`src/rtl/lsu_pkg.sv`:
```
// Shared encodings, FSM state type and lane helpers for the load/store unit.
// Lanes are little-endian: byte k lives in bits [8k+7:8k].
package lsu_pkg;

  localparam logic [1:0] SIZE_BYTE = 2'b00;
  localparam logic [1:0] SIZE_HALF = 2'b01;
  localparam logic [1:0] SIZE_WORD = 2'b10;

  typedef enum logic [2:0] {
    ST_IDLE,
    ST_ERR,
    ST_READ,
    ST_WAIT,
    ST_WRITE,
    ST_RESP
  } lsu_state_t;

  function automatic logic [31:0] lane_extract(input logic [31:0] word,
                                               input logic [1:0]  addr,
                                               input logic [1:0]  size,
                                               input logic        is_unsigned);
    logic signed [7:0]  b;
    logic signed [15:0] h;
    logic [31:0]        r;
    b = word[{addr, 3'b000} +: 8];
    h = addr[1] ? word[31:16] : word[15:0];
    case (size)
      SIZE_BYTE: r = is_unsigned ? {24'd0, b} : 32'(b);
      SIZE_HALF: r = is_unsigned ? {16'd0, h} : 32'(h);
      default:   r = word;
    endcase
    return r;
  endfunction

  function automatic logic [31:0] lane_merge(input logic [31:0] word,
                                             input logic [31:0] wdata,
                                             input logic [1:0]  addr,
                                             input logic [1:0]  size);
    logic [31:0] r;
    r = word;
    case (size)
      SIZE_BYTE: r[{addr, 3'b000} +: 8] = wdata[7:0];
      SIZE_HALF: begin
        if (addr[1]) r[31:16] = wdata[15:0];
        else         r[15:0]  = wdata[15:0];
      end
      default:   r = wdata;
    endcase
    return r;
  endfunction

endpackage

```
`src/rtl/byte_lane_align.sv`:
```
// Combinational lane steering: extract/extend the addressed lane for loads,
// and splice store data into the read word for sub-word stores.
import lsu_pkg::*;

module byte_lane_align (
  input  logic [31:0] rd_word,
  input  logic [31:0] wdata,
  input  logic [1:0]  addr,
  input  logic [1:0]  size,
  input  logic        is_unsigned,
  output logic [31:0] load_data,
  output logic [31:0] merged_word
);

  always_comb begin
    load_data   = lane_extract(rd_word, addr, size, is_unsigned);
    merged_word = lane_merge(rd_word, wdata, addr, size);
  end

endmodule

```
`src/rtl/load_store_unit.sv`:
```
// Memory-stage load/store front end: byte-addressed requests to word memory,
// read-modify-write for sub-word stores, error detection and ready/valid stall.
import lsu_pkg::*;

module load_store_unit #(
  parameter int ADDR_WORDS  = 512,
  parameter int MEM_LATENCY = 1
) (
  input  logic        clk,
  input  logic        rst,
  input  logic        REQ_VALID,
  output logic        REQ_READY,
  input  logic        REQ_WRITE,
  input  logic [1:0]  REQ_SIZE,
  input  logic        REQ_UNSIGNED,
  input  logic [31:0] REQ_ADDR,
  input  logic [31:0] REQ_WDATA,
  output logic        RESP_VALID,
  output logic [31:0] RESP_RDATA,
  output logic        RESP_ERR,
  output logic [31:0] MEM_ADDRESS,
  output logic [31:0] MEM_WRITE_DATA,
  output logic        MEM_READ,
  output logic        MEM_WRITE,
  input  logic [31:0] MEM_READ_DATA
);

  localparam int CNT_W = (MEM_LATENCY > 1) ? $clog2(MEM_LATENCY) : 1;

  lsu_state_t       state, state_next;
  logic [CNT_W-1:0] cnt;
  logic             cnt_done;
  logic             accept;
  logic             req_err;

  logic [31:0]      addr_p1;
  logic [31:0]      wdata_p1;
  logic [31:0]      rdata_p1;
  logic [1:0]       size_p1;
  logic             write_p1;
  logic             uns_p1;

  logic [31:0]      load_data;
  logic [31:0]      merged_word;

  assign accept   = REQ_VALID && (state == ST_IDLE);
  assign cnt_done = (cnt == '0);

  always_comb begin
    req_err = 1'b0;
    case (REQ_SIZE)
      SIZE_BYTE: req_err = 1'b0;
      SIZE_HALF: req_err = REQ_ADDR[0];
      SIZE_WORD: req_err = (REQ_ADDR[1:0] != 2'b00);
      default:   req_err = 1'b1;
    endcase
    if (REQ_ADDR[31:2] >= 30'(ADDR_WORDS)) req_err = 1'b1;
  end

  always_comb begin
    state_next = state;
    case (state)
      ST_IDLE: begin
        if (accept) begin
          if (req_err)                                state_next = ST_ERR;
          else if (REQ_WRITE && REQ_SIZE == SIZE_WORD) state_next = ST_WRITE;
          else                                        state_next = ST_READ;
        end
      end
      ST_READ:  state_next = ST_WAIT;
      ST_WAIT:  if (cnt_done) state_next = write_p1 ? ST_WRITE : ST_RESP;
      ST_WRITE: state_next = ST_RESP;
      ST_ERR:   state_next = ST_IDLE;
      ST_RESP:  state_next = ST_IDLE;
      default:  state_next = ST_IDLE;
    endcase
  end

  // Control: FSM state and memory latency counter
  always_ff @(posedge clk) begin
    if (rst) begin
      state <= ST_IDLE;
      cnt   <= '0;
    end else begin
      state <= state_next;
      if (state == ST_READ)                cnt <= CNT_W'(MEM_LATENCY - 1);
      else if (state == ST_WAIT && !cnt_done) cnt <= cnt - CNT_W'(1);
    end
  end

  // Request latch, then read-word capture in the last wait cycle
  always_ff @(posedge clk) begin
    if (accept) begin
      addr_p1  <= REQ_ADDR;
      size_p1  <= REQ_SIZE;
      write_p1 <= REQ_WRITE;
      uns_p1   <= REQ_UNSIGNED;
      wdata_p1 <= REQ_WDATA;
    end
    if (state == ST_WAIT && cnt_done) begin
      rdata_p1 <= load_data;
      if (write_p1) wdata_p1 <= merged_word;
    end
  end

  byte_lane_align u_align (
    .rd_word     (MEM_READ_DATA),
    .wdata       (wdata_p1),
    .addr        (addr_p1[1:0]),
    .size        (size_p1),
    .is_unsigned (uns_p1),
    .load_data   (load_data),
    .merged_word (merged_word)
  );

  // Write strobe is masked by rst so an aborting reset edge never commits a partial RMW.
  always_comb begin
    REQ_READY      = (state == ST_IDLE);
    MEM_READ       = (state == ST_READ);
    MEM_WRITE      = (state == ST_WRITE) && !rst;
    MEM_WRITE_DATA = (state == ST_WRITE) ? wdata_p1 : 32'd0;
    MEM_ADDRESS    = 32'd0;
    if (state == ST_READ || state == ST_WAIT || state == ST_WRITE || state == ST_RESP)
      MEM_ADDRESS = {2'b00, addr_p1[31:2]};
    RESP_VALID     = (state == ST_RESP) || (state == ST_ERR);
    RESP_ERR       = (state == ST_ERR);
    RESP_RDATA     = (state == ST_RESP && !write_p1) ? rdata_p1 : 32'd0;
  end

endmodule

```
`config.mk`:
```
export PLATFORM = sky130hd
export DESIGN_NAME = load_store_unit
export DESIGN_NICKNAME = d
export VERILOG_FILES = /design/src/rtl/lsu_pkg.sv /design/src/rtl/byte_lane_align.sv /design/src/rtl/load_store_unit.sv
export SDC_FILE = /design/constraint.sdc
export NUM_CORES = 1
export LEC_CHECK = 0
export CAP_MARGIN = 15
export CORE_ASPECT_RATIO = 1.2
export CORE_MARGIN = 8
export CORE_UTILIZATION = 25
export CTS_CLUSTER_DIAMETER = 80
export CTS_CLUSTER_SIZE = 30
export DETAILED_ROUTE_END_ITERATION = 10
export DONT_BUFFER_PORTS = 1
export SETUP_SLACK_MARGIN = 0.2
export SYNTH_ARGS = -nofsm -noshare
export SYNTH_HDL_FRONTEND = slang
export SYNTH_HIERARCHICAL = 1
export SYNTH_SLANG_ARGS = --single-unit
```
`constraint.sdc`:
```
create_clock -name clk -period 3.4 [get_ports clk]
set_clock_uncertainty 0.1 [all_clocks]
set_input_delay 0 -clock clk [delete_from_list [all_inputs] [get_ports clk]]
set_output_delay 0 -clock clk [all_outputs]
set_load 0.01 [all_outputs]
```
; Yosys cells after proc, flatten, opt, wreduce, memory -nomap -nowiden
; Cells that the tools add are included.
[classes]
n_eq_ne = 12
shifts = 3
n_reduce_logical = 19
bitwise = 1
n_addsub = 2
mux = 22
order_cmp = 1
[ops]
columns = operator, count
row1 = 2-to-1 mux 32 bit, 7
row2 = case mux 32 bit (2 select lines), 2
row3 = 2-to-1 mux 16 bit, 3
row4 = bitwise mux 32 bit, 1
row5 = "variable shift 8 x 7 -> 32 bit, first input constant", 1
row6 = indexed part select 32 x 6 -> 8 bit, 1
row7 = indexed part select 8 x 7 -> 32 bit, 1
row8 = ">= comparator 30 x 10 -> 1 bit, second input constant", 1
row9 = 2-to-1 mux 30 bit, 1
row10 = 2-to-1 mux 3 bit, 4
row11 = case mux 3 bit (4 select lines), 1
row12 = negation 5 -> 7 bit, 1
row13 = "equality test 3 x 2 -> 1 bit, second input constant", 2
row14 = "equality test 3 bit, second input constant", 2
row15 = logical AND 1 bit, 6
row16 = "equality test 2 x 1 -> 1 bit, second input constant", 2
row17 = zero test 2 bit, 2
row18 = logical OR 1 bit, 4
row19 = "inequality test 4 x 2 -> 1 bit, second input constant", 1
row20 = "inequality test 4 bit, second input constant", 1
row21 = AND reduction 2 bit, 2
row22 = "equality test 3 x 1 -> 1 bit, second input constant", 1
row23 = zero test 3 bit, 1
row24 = case mux 1 bit (3 select lines), 1
row25 = other kinds (9), 11
[word_totals]
regBits = 104
output_inout_bits = 101
input_bits = 103

; Depth between registers and ports, before layout
; Gate-level depths: netlist of run 1.
[depth]
depth_word = 6
depth_mapped = 9
depth_no_buf = 8

; Cells and area by module
; The synthesis of run 1 kept the hierarchy.
[modules_own_cells]
columns = mod, area_each_um2, instances, cells_each
row1 = load_store_unit, 4403.0, 1, 365
row2 = byte_lane_align, 1622.8, 1, 253

; Worst setup path before layout of run 1
; OpenSTA, ideal clock, no wires.
[synth_timing]
path_kind = register to register
from = reg state[1]
to = reg wdata_p1[23]
path_slack_ps = 981
path_stages_with_launch = 7
setup_ps = 132
required_time_ps = 3168
path_buffers = 2
period_less_slack_ps = 2419
t_arrival_ps = 2186
cell_sequence = dfxtp_1 buf_2 and4bb_1 nand2_1 clkbuf_1 nor2_1 a21oi_1
[synth_via]
elab_chain_len = 5
word_cells_on_any_way = 8
[synth_rtl]
columns = item, line_no
row1 = from (decl), load_store_unit.sv:30  ; lsu_state_t state, state_next;
row2 = from (signal assigned), load_store_unit.sv:85  ; state <= state_next;
row3 = zero test 3 bit, load_store_unit.sv:46  ; assign accept = REQ_VALID && (state == ST_IDLE);
row4 = logical AND 1 bit, load_store_unit.sv:46
row5 = 2-to-1 mux 32 bit, load_store_unit.sv:93  ; if (accept) begin
row6 = 2-to-1 mux 32 bit, load_store_unit.sv:102  ; if (write_p1) wdata_p1 <= merged_word;
row7 = 2-to-1 mux 32 bit, load_store_unit.sv:100  ; if (state == ST_WAIT && cnt_done) begin
row8 = to (signal assigned), load_store_unit.sv:102
row9 = to (decl), load_store_unit.sv:37  ; logic [31:0] wdata_p1;
; Parallel ways exist; a longest one is shown, timed or not.
; A chain may end at the register's enable or synchronous reset.

; Final worst setup path of run 1
[layout_timing]
from = reg addr_p1[1]
to = reg wdata_p1[29]
[layout_via]
elab_chain_len = 6
word_cells_on_any_way = 8
[layout_rtl]
columns = item, line_no
row1 = from (decl), load_store_unit.sv:36  ; logic [31:0] addr_p1;
row2 = from (signal assigned), load_store_unit.sv:94  ; addr_p1 <= REQ_ADDR;
row3 = negation 5 -> 7 bit, lsu_pkg.sv:42  ; SIZE_BYTE: r[{addr, 3'b000} +: 8] = wdata[7:0];
row4 = indexed part select 8 x 7 -> 32 bit or variable shift 8 x 7 -> 32 bit (tied branches), lsu_pkg.sv:42
row5 = bitwise mux 32 bit, lsu_pkg.sv:42
row6 = case mux 32 bit (2 select lines) (*), lsu_pkg.sv:41  ; case (size)
row7 = via merged_word[29], load_store_unit.sv:44  ; logic [31:0] merged_word;
row8 = 2-to-1 mux 32 bit (*), load_store_unit.sv:102
row9 = 2-to-1 mux 32 bit (*), load_store_unit.sv:100
; The timed path passes the listed nets; every way through them passes the cells marked *.

==> results of run 1 <==
==> metal layers <==
metal	up-vias	track usage [%]	part of all wire, %
li1	2446	-	-
met1	2546	16.58	38
met2	237	25.37	50
met3	73	3.879	7.3
met4	0	8.924	4.8
met5	-	0	0
==> worst register-to-register path: stages (launching register included) <==
cell and delay, ns:
edfxtp_1 0.43, buf_4 0.33, ha_2 0.35, and4bb_2 0.32
nor2b_1 0.31, a21oi_1 0.13, o221ai_1 0.18, nor2_1 0.07
a21oi_1 0.12, dlygate4sd3_1 0.56
==> registers in the layout (all words and copies together), names as in the netlist <==
name	flops
size_p1	2
addr_p1	32
rdata_p1	32
write_p1	1
uns_p1	1
wdata_p1	32
state	3
cnt	1
==> cell families (layout without fill, tap and decap cells) <==
kind of cell    Yosys count  count (layout)  share of synthesized area, %
mux                      55              55                         9.136
simple gates            250             250                         22.80
xor+xnor                  1               1                        0.1454
buf+inv                  55             175                         5.046
other cells               1               3                       0.06223
flops                   104             104                         45.85
fa+ha+maj                 5               5                         1.038
compound gates          147             147                         15.93
==> worst max-delay path by stage <==
stage | end | startpoint | slack, ns
floorplan | wdata_p1[23]$_DFF_P_ | state[1]$_SDFFE_PP0P_ | 0.98
global route | wdata_p1[23]$_DFF_P_ | addr_p1[0]$_DFFE_PP_ | 0.25
finish | wdata_p1[29]$_DFF_P_ | addr_p1[1]$_DFFE_PP_ | 0.45
CTS | wdata_p1[20]$_DFF_P_ | addr_p1[0]$_DFFE_PP_ | 0.29
global placement | wdata_p1[29]$_DFF_P_ | addr_p1[1]$_DFFE_PP_ | 0.95
detailed placement | wdata_p1[20]$_DFF_P_ | addr_p1[0]$_DFFE_PP_ | 0.85
==> synthesized netlist by cell type (11+ instances only) <==
library cell and number:
mux2i_1 55, edfxtp_1 68, nor2b_1 13, nor3b_1 11, dfxtp_1 36, nor2_1 49
buf_2 11, a21oi_1 72, and2_1 95, clkbuf_1 24, o21ai_0 21, a22o_1 11
nand2_1 49
==> through the flow <==
step / power [W] / utilization (%) / hold WS, ns
2_1_floorplan: 0.001837 / - / -0.05359
3_3_place_gp: 0.001927 / 26.23 / -0.02637
3_5_place_dp: 0.001931 / 26.23 / -0.02673
4_1_cts: 0.003198 / 33.30 / 0.002238
5_1_grt: 0.003309 / 33.42 / 0.01266
6_report: 0.003188 / 33.42 / 0.001661
==> cell type report <==
class	count	share of cell area [%]
Clock buffer	9	2.830
Timing Repair Buffer	149	18.55
Antenna cell	1	0.03144
Inverter	10	0.4716
Clock inverter	7	0.9904
Multi-Input combinational cell	460	37.38
Sequential cell	104	34.71
Tap cell	320	5.031
==> what timing repair did <==
action                                 CTS  global route
setup endpoints to repair                0            11
resized for setup                        0             2
endpoints found under the hold margin  105             0
hold buffers                           138             0
==> power by group <==
| group | leakage, nW | internal, W | switching [W] |
|---|---|---|---|
| sequential | 0.940 | 0.00144 | 0.000101 |
| clock | 0.147 | 0.000579 | 0.000495 |
| combinational | 1.98 | 0.000316 | 0.000256 |
==> out/results.ini, run 1 <==
[timing]
maxSlewHeadroom_pct=40.61
hold_viol=0
fin_crit_ns=2.949
grt_setup_unrepaired=no
tightestPinTransition_ns=0.8909
max_freq_ghz=0.3391
fin_setup_tns_ns=0
timing.final.crit_share_pct=86.74
setup_viol=0
final_max_slew_viol_count=0
timing.final.ws_setup_ns=0.4507

[cts]
clockBufferDepth=2
clk_latency_ns=0.35
cts_tree=done
post-cts-setup-buffer-count=0
cts_made_buffers=9
clock-root-buffer=clkbuf_16
cts_max_level=3
path_clk_slew_ns=0.07
cts_sinks=104

[cells_and_area]
final_area_mm2=0.007959
multi_input_area_mm2=0.002975
finalNetCount=842
final_common_cell=dlygate4sd3_1
n_fill_cell=2404
layout-drive-gt1-share_pct=5.954
final_cell_mix=dlygate4sd3_1, and2_1, a21oi_1
regArea_mm2=0.002763
stdcell_count=1060
syn_to_final_growth_pct=32.08

[run]
maxCapViolations=0

[detailed_routing]
wirelength_um=22680
post-route-drc-count=0
ant_nets=0
drtPass1Iterations=7
drt_iter0_drc=432
vias=5302
viasPerCell=5.002
wl_per_cell_um=21.40

[worst_setup_path]
worst-path-stages=9
crit_family=buffers and inverters
cp-start-kind=flop
cp_num_buf_inv=2
r2r_end=wdata_p1[29]$_DFF_P_
max_stage_delay_ns=0.56
reg2reg_slack_ns=0.45
path_class=flop to flop
cpMostUsedCell=a21oi_1
crit_fanout=19
reg2reg_from=addr_p1[1]$_DFFE_PP_
critical_path.cell_chain=buf_4, ha_2, and4bb_2, nor2b_1, a21oi_1, o221ai_1, nor2_1, a21oi_1, dlygate4sd3_1
endpoint_kind=flop
worst_r2r_path_depth=9
required_ns=3.60
crit_slowest_cell=dlygate4sd3_1
arrival_ns=3.15

[placement]
hpwl_um=16230
io_buffers=0
dp.cells=904
place_area_mm2=0.006246
place_ws_ns=0.8524
gp_congestion=0.8708

[synthesis]
avgSynthCellArea_um2=9.750
ys_types=52
synthArstFlopShare_pct=0
synth_ff_type=edfxtp_1
syn_inst=618
ys_top_cells_by_area=edfxtp_1, dfxtp_1, and2_1
ys_warn_count=6
synth_area_mm2=0.006026
ys_seq_area_share_pct=45.85
synth_edf_count=68
yosysTopAreaCellShare_pct=33.89
synth_area_leader_cell=edfxtp_1
ys_seq_elements=104

[die]
coreArea_mm2=0.02382
rows=62
initial_core_util_pct=25.30
io_pins=204
dieArea_mm2=0.02935
die_h_um=186.1
die_w_um=157.7

[global_route]
overflow=0
grt_max_degree=65
grt_pass1_vias=5360
grtUsageTotal_pct=14.95
antenna_found_initial=1
grt_pass1_wl_um=32890

[outcome]
status=completed

[power_and_ir_drop]
ir_drop_uv=214.3
powerDensity_mw_per_mm2=400.6
p_leak_nw=3.070

[hold_path]
holdPathEnd=wdata_p1[30]$_DFF_P_
min_delay_path_depth=4
hp-class=input port to flop
min_from=MEM_READ_DATA[30]

Power figures use the tool's default switching activity.
==> run 2, diff against run 1 <==
CTS_CLUSTER_SIZE = not set   (was 30)
SYNTH_HIERARCHICAL = not set   (was 1)
==> run 2 against run 1 <==
  * Design area is 5.3% lower
  * First-iteration DRC count is 12% higher
  * Total power is 2.0% lower
  * Register-to-register slack worse by 0.02 ns
  * Core utilization is 0.92 points lower
  * Sequential cell count stayed put
  * Combinational power is 26% lower
  * Global-route usage is 0.87 points lower
  * Area after synthesis is 2.1% lower
  * Critical path type unchanged
  * Largest cell class is now sequential cells
==> out/results.ini, run 2 <==
[detailed_routing]
wirelength_um=21430  ; was 22680 um
wl_met1_um=8066  ; was 8680 um
viasPerCell=4.977  ; was 5.002
highest_layer=met5  ; was met4
met2WireLength_um=10850  ; was 11250 um
drtPass1Iterations=5  ; was 7
route.met3.wl_um=1986  ; was 1661 um
vias=4589  ; was 5302
drt_iter0_drc=484  ; was 432
ant_nets=0  ; unchanged
wl_per_cell_um=23.24  ; was 21.40 um
post-route-drc-count=0  ; unchanged

[worst_setup_path]
crit_slowest_cell=nand2_1  ; was dlygate4sd3_1
max_stage_delay_ns=0.57  ; was 0.56 ns
crit_fanout=28  ; was 19
arrival_ns=3.09  ; was 3.15 ns
path_class=flop to flop  ; unchanged
crit_family=simple AND/OR/NAND/NOR gates  ; was buffers and inverters
cp_num_buf_inv=1  ; was 2
required_ns=3.51  ; was 3.60 ns
critical_path.cell_chain=and4bb_2, nand2_1, a21oi_4, o2bb2ai_1, dlygate4sd3_1  ; was buf_4, ha_2, and4bb_2, nor2b_1, a21oi_1, o221ai_1, nor2_1, a21oi_1, dlygate4sd3_1
cp-start-kind=flop  ; unchanged
endpoint_kind=flop  ; unchanged

[outcome]
status=completed  ; unchanged

[synthesis]
ys_seq_area_share_pct=52.24  ; was 45.85%
synth_area_leader_cell=edfxtp_1  ; unchanged
synth_edf_count=100  ; was 68
ys_top_cells_by_area=edfxtp_1, and2_1, mux2i_1  ; was edfxtp_1, dfxtp_1, and2_1
synth_area_mm2=0.005902  ; was 0.006026 mm2
syn_inst=509  ; was 618
synthArstFlopShare_pct=0  ; unchanged
avgSynthCellArea_um2=11.60  ; was 9.750 um2
ys_warn_count=0  ; was 6
ys_types=50  ; was 52
synth.most_common_cell=edfxtp_1  ; was and2_1
ys_seq_elements=104  ; unchanged
synth_ff_type=edfxtp_1  ; unchanged
yosys-top-cells-count=edfxtp_1, and2_1, nand2_1  ; was and2_1, a21oi_1, edfxtp_1
yosysTopAreaCellShare_pct=50.88  ; was 33.89%

[placement]
place_area_mm2=0.006178  ; was 0.006246 mm2
hpwl_um=15430  ; was 16230 um
gp_congestion=0.8606  ; was 0.8708
io_buffers=0  ; unchanged
place_ws_ns=0.7321  ; was 0.8524 ns

[cts]
post-cts-setup-buffer-count=0  ; unchanged
clockBufferDepth=2  ; unchanged
cts_max_level=3  ; unchanged
clk_latency_ns=0.36  ; was 0.35 ns
cts_made_buffers=9  ; unchanged
cts_tree=done  ; unchanged
cts_sinks=104  ; unchanged
clock-root-buffer=clkbuf_16  ; unchanged
path_clk_slew_ns=0.07  ; about the same

[hold_path]
hp-class=input port to flop  ; unchanged

[timing]
fin_crit_ns=2.972  ; was 2.949 ns
max_freq_ghz=0.3365  ; was 0.3391 GHz
timing.final.ws_setup_ns=0.4283  ; was 0.4507 ns
maxSlewHeadroom_pct=33.19  ; was 40.61%
timing.final.crit_share_pct=87.40  ; was 86.74%
fin_setup_tns_ns=0  ; unchanged
final_max_slew_viol_count=0  ; unchanged
hold_viol=0  ; unchanged
tightestPinTransition_ns=0.9998  ; was 0.8909 ns
setup_viol=0  ; unchanged
grt_setup_unrepaired=no  ; unchanged

[cells_and_area]
final_common_cell=dlygate4sd3_1  ; unchanged
final_area_mm2=0.007540  ; was 0.007959 mm2
finalNetCount=705  ; was 842
final_cell_mix=dlygate4sd3_1, edfxtp_1, and2_1  ; was dlygate4sd3_1, and2_1, a21oi_1
syn_to_final_growth_pct=27.75  ; was 32.08%
reg_top3=addr_p1: 32 flops, rdata_p1: 32 flops, wdata_p1: 32 flops  ; unchanged
layout-drive-gt1-share_pct=8.638  ; was 5.954%

[global_route]
grtUsageTotal_pct=14.09  ; was 14.95%
overflow=0  ; unchanged
antenna_found_initial=7  ; was 1
grt_pass1_wl_um=30180  ; was 32890 um
grt_pass1_vias=4580  ; was 5360
grt_max_degree=37  ; was 65

[power_and_ir_drop]
ir_drop_uv=203.2  ; was 214.3 uV
powerDensity_mw_per_mm2=414.2  ; was 400.6 mW/mm2
p_leak_nw=2.779  ; was 3.070 nW

[die]
coreArea_mm2=0.02320  ; was 0.02382 mm2
die_w_um=156.3  ; was 157.7 um
die_h_um=184.3  ; was 186.1 um
rows=61  ; was 62
initial_core_util_pct=25.44  ; was 25.30%
dieArea_mm2=0.02880  ; was 0.02935 mm2
io_pins=204  ; unchanged

[run]
maxCapViolations=0  ; unchanged

==> run 2: changes by cell type after synthesis, moves of 9 or more <==
cell / delta
mux2i_1: -22
edfxtp_1: +32
nor3b_1: -9
o2bb2ai_1: +9
nor2b_1: -9
mux2_2: +9
a221oi_1: +16
a21oi_1: -52
nor2_1: -35
dfxtp_1: -32
o21ai_0: -10
==> run 2: worst register-to-register path, stage by stage, from the launching register on <==
cell,delay [ns]
dfxtp_1,0.56
and4bb_2,0.32
nand2_1,0.57
a21oi_4,0.56
o2bb2ai_1,0.16
dlygate4sd3_1,0.57
==> run 2: per-stage QoR <==
| step | utilization [%] | std cells | hold WS, ns | total power [W] |
|---|---|---|---|---|
| 2_1_floorplan | - | 510 | -0.05359 | 0.001815 |
| 3_3_place_gp | 26.63 | 797 | -0.03700 | 0.001892 |
| 3_5_place_dp | 26.63 | 797 | -0.03610 | 0.001895 |
| 4_1_cts | 32.41 | 917 | 0.006921 | 0.003133 |
| 5_1_grt | 32.50 | 922 | 0.05297 | 0.003224 |
| 6_report | 32.50 | 922 | 0.009284 | 0.003123 |
==> run 2: where the power goes <==
group	internal (W)	total, W	leakage, nW	switching (W)
Clock	0.000581	0.00110	0.151	0.000515
Combinational	0.000220	0.000426	1.62	0.000206
Sequential	0.00151	0.00160	1.01	0.0000883
==> run 2: logic make-up (layout without fill, tap and decap cells) <==
family	after synthesis	count (layout)	share of synthesized area [%]
AND/OR/NAND/NOR	196	196	18.72
AO/OA/AOI/OAI	109	109	13.70
flip-flops	104	104	52.24
multiplexers	50	50	10.24
buffers and inverters	43	135	3.837
adder cells (fa/ha/maj)	5	5	1.060
other	1	7	0.06354
XOR/XNOR	1	1	0.1484
==> run 2: repair_timing <==
item / in CTS / in global routing
hold buffers: 104 / 0
gates resized for setup: 0 / 1
endpoints found under the setup margin: 0 / 6
hold endpoints to repair: 105 / 0
==> run 2: layer usage <==
metal,vias up,GRT usage [%]
met5,-,0
met4,2,5.160
met3,33,4.522
met2,225,24.25
met1,2230,16.03
li1,2099,-
==> run 2: final cells by class <==
class / instances / area, um2
Antenna cell: 5 / 12.51
Clock buffer: 9 / 225.2
Clock inverter: 7 / 75.07
Fill cell: 2388 / 15660
Inverter: 4 / 15.01
Multi-Input combinational cell: 363 / 2611
Sequential cell: 104 / 3083
Tap cell: 315 / 394.1
Timing Repair Buffer: 115 / 1124
==> run 2: final timing paths <==
path | end | cells past startpoint | slack (ns) | start
max | wdata_p1[0]$_DFFE_PP_ | 5 | 0.43 | state[1]$_SDFFE_PP0P_
min | state[0]$_SDFFE_PP0P_ | 4 | 0.009 | REQ_ADDR[0]
max reg2reg | wdata_p1[0]$_DFFE_PP_ | 5 | 0.43 | state[1]$_SDFFE_PP0P_
min reg2reg | cnt$_SDFFE_PP0P_ | 1 | 0.42 | cnt$_SDFFE_PP0P_
==> run 3, diff against run 2 <==
clock period = 3.85 ns   (was 3.4 ns; I/O delays follow)
==> run 3 against run 2 <==
  * Total power decreased by 11%
  * Global-route usage is 0.22 points higher
  * Clock power down 9.8%
  * Via count up 2.1%
  * Sequential share of layout area is essentially flat
  * Core utilization about the same
  * Die area did not move
  * Critical endpoint is now wdata_p1[6]$_DFFE_PP_
  * Highest routed layer unchanged
==> out/results.ini, run 3 (synthesis gave the netlist of run 2 again) <==
[cells_and_area]
finalNetCount=703  ; was 705
final_common_cell=dlygate4sd3_1  ; unchanged
final_area_mm2=0.007541  ; was 0.007540 mm2
syn_to_final_growth_pct=27.77  ; was 27.75%
multi_input_area_mm2=0.002604  ; was 0.002611 mm2
n_fill_cell=2379  ; was 2388
layout-drive-gt1-share_pct=8.333  ; was 8.638%
regArea_mm2=0.003083  ; unchanged
reg_top3=addr_p1: 32 flops, rdata_p1: 32 flops, wdata_p1: 32 flops  ; unchanged
final_cell_mix=dlygate4sd3_1, edfxtp_1, and2_1  ; unchanged

[die]
rows=61  ; unchanged
die_h_um=184.3  ; unchanged
coreArea_mm2=0.02320  ; unchanged
io_pins=204  ; unchanged
die_w_um=156.3  ; unchanged
dieArea_mm2=0.02880  ; unchanged
initial_core_util_pct=25.44  ; unchanged

[detailed_routing]
vias=4684  ; was 4589
ant_nets=0  ; unchanged
viasPerCell=5.091  ; was 4.977
drt_iter0_drc=547  ; was 484
post-route-drc-count=0  ; unchanged
drtPass1Iterations=5  ; unchanged
wirelength_um=21530  ; was 21430 um
wl_per_cell_um=23.40  ; was 23.24 um

[timing]
grt_setup_unrepaired=no  ; unchanged
hold_viol=0  ; unchanged
whs_ns=0.02878  ; was 0.009284 ns
timing.final.crit_share_pct=78.72  ; was 87.40%
setup_viol=0  ; unchanged
fin_crit_ns=3.031  ; was 2.972 ns
max_freq_ghz=0.3300  ; was 0.3365 GHz
fin_setup_tns_ns=0  ; unchanged
tightestPinTransition_ns=0.8477  ; was 0.9998 ns
maxSlewHeadroom_pct=43.37  ; was 33.19%
final_max_slew_viol_count=0  ; unchanged
timing.final.ws_setup_ns=0.8193  ; was 0.4283 ns

[worst_setup_path]
reg2reg_slack_ns=0.82  ; was 0.43 ns
cpMostUsedCell=buf_4
worst-path-stages=7  ; was 5
arrival_ns=3.16  ; was 3.09 ns
crit_slowest_cell=dfxtp_1  ; was nand2_1
path_class=flop to flop  ; unchanged
reg2reg_from=state[1]$_SDFFE_PP0P_  ; unchanged
max_stage_delay_ns=0.58  ; was 0.57 ns
endpoint_kind=flop  ; unchanged
crit_fanout=34  ; was 28
cp_num_buf_inv=3  ; was 1
worst_r2r_path_depth=7  ; was 5
r2r_end=wdata_p1[6]$_DFFE_PP_  ; was wdata_p1[0]$_DFFE_PP_
crit_family=buffers and inverters  ; was simple AND/OR/NAND/NOR gates
cp-start-kind=flop  ; unchanged
required_ns=3.98  ; was 3.51 ns
critical_path.cell_chain=and4bb_2, buf_4, nand2_1, buf_4, a21oi_2, o2bb2ai_1, dlygate4sd3_1  ; was and4bb_2, nand2_1, a21oi_4, o2bb2ai_1, dlygate4sd3_1

[power_and_ir_drop]
ir_drop_uv=181.8  ; was 203.2 uV
total_power_w=0.002778  ; was 0.003123 W
p_leak_nw=2.772  ; was 2.779 nW
powerDensity_mw_per_mm2=368.4  ; was 414.2 mW/mm2

[cts]
cts_max_level=3  ; unchanged
clockBufferDepth=2  ; unchanged
cts_tree=done  ; unchanged
path_clk_slew_ns=0.08  ; was 0.07 ns
clk_latency_ns=0.36  ; about the same
cts_resized=0  ; unchanged
cts_made_buffers=9  ; unchanged
clock-root-buffer=clkbuf_16  ; unchanged
cts_sinks=104  ; unchanged

[outcome]
status=completed  ; unchanged

[hold_path]
holdPathEnd=wdata_p1[30]$_DFFE_PP_  ; was state[0]$_SDFFE_PP0P_
min_delay_path_depth=3  ; was 4
min_from=MEM_READ_DATA[30]  ; was REQ_ADDR[0]
hp-class=input port to flop  ; unchanged

[global_route]
grt_pass1_vias=4620  ; was 4580
grt_max_degree=38  ; was 37
antenna_found_initial=6  ; was 7
grtUsageTotal_pct=14.31  ; was 14.09%
grt_pass1_wl_um=30730  ; was 30180 um
overflow=0  ; unchanged

[placement]
place_area_mm2=0.006163  ; was 0.006178 mm2
hpwl_um=15420  ; was 15430 um
place_ws_ns=1.176  ; was 0.7321 ns
io_buffers=0  ; unchanged
gp_congestion=0.8600  ; was 0.8606

[run]
maxCapViolations=0  ; unchanged

run 3: cell count changes in the layout (fill, tap and decap cells not counted), sizes merged:
cell      change
clkinv        +1
clkinvlp      +1
buf           -2
inv           -2
run 3: where the power goes:
group          switching (W)  internal (W)
clock               0.000468      0.000524
sequential         0.0000745       0.00134
combinational       0.000181      0.000194
run 3: per-stage QoR:
| step | utilization (%) | std cells |
|---|---|---|
| finish | 32.50 | 920 |
| global route | 32.49 | 919 |
| CTS | 32.45 | 915 |
| detailed placement | 26.56 | 795 |
| global placement | 26.56 | 795 |
| floorplan | - | 510 |
run 3: how the worst max path moves through the flow:
stage                        endpoint             startpoint  slack (ns)
6_report        wdata_p1[6]$_DFFE_PP_  state[1]$_SDFFE_PP0P_        0.82
5_1_grt         wdata_p1[7]$_DFFE_PP_  state[1]$_SDFFE_PP0P_        0.66
4_1_cts         wdata_p1[3]$_DFFE_PP_  state[1]$_SDFFE_PP0P_        0.86
3_5_place_dp   wdata_p1[29]$_DFFE_PP_   addr_p1[1]$_DFFE_PP_        1.18
3_3_place_gp   wdata_p1[30]$_DFFE_PP_   addr_p1[1]$_DFFE_PP_        1.14
2_1_floorplan  wdata_p1[14]$_DFFE_PP_   addr_p1[1]$_DFFE_PP_        1.30
run 3: metal layers:
metal / share of wire, % / up-vias / global-route usage, %
met4: 3.0 / 2 / 6.045
met5: 0.060 / - / 0
met3: 9.4 / 39 / 5.014
met1: 38 / 2293 / 16.48
li1: - / 2096 / -
met2: 50 / 254 / 23.73
run 3: final cells by class:
cell class | instances | share of cell area [%]
Timing Repair Buffer | 113 | 14.70
Tap cell | 315 | 5.226
Clock buffer | 9 | 2.987
Sequential cell | 104 | 40.88
Antenna cell | 5 | 0.1659
Multi-Input combinational cell | 363 | 34.53
Clock inverter | 7 | 1.311
Inverter | 4 | 0.1991
run 3: repair_timing:
action	4_1_cts	5_1_grt
hold endpoints to repair	105	0
hold buffers	104	0
setup buffers	0	0
run 3: worst min-delay path, stage by stage:
cell and delay, ns:
mux2_2 0.12, o21ai_1 0.06, o22ai_1 0.16
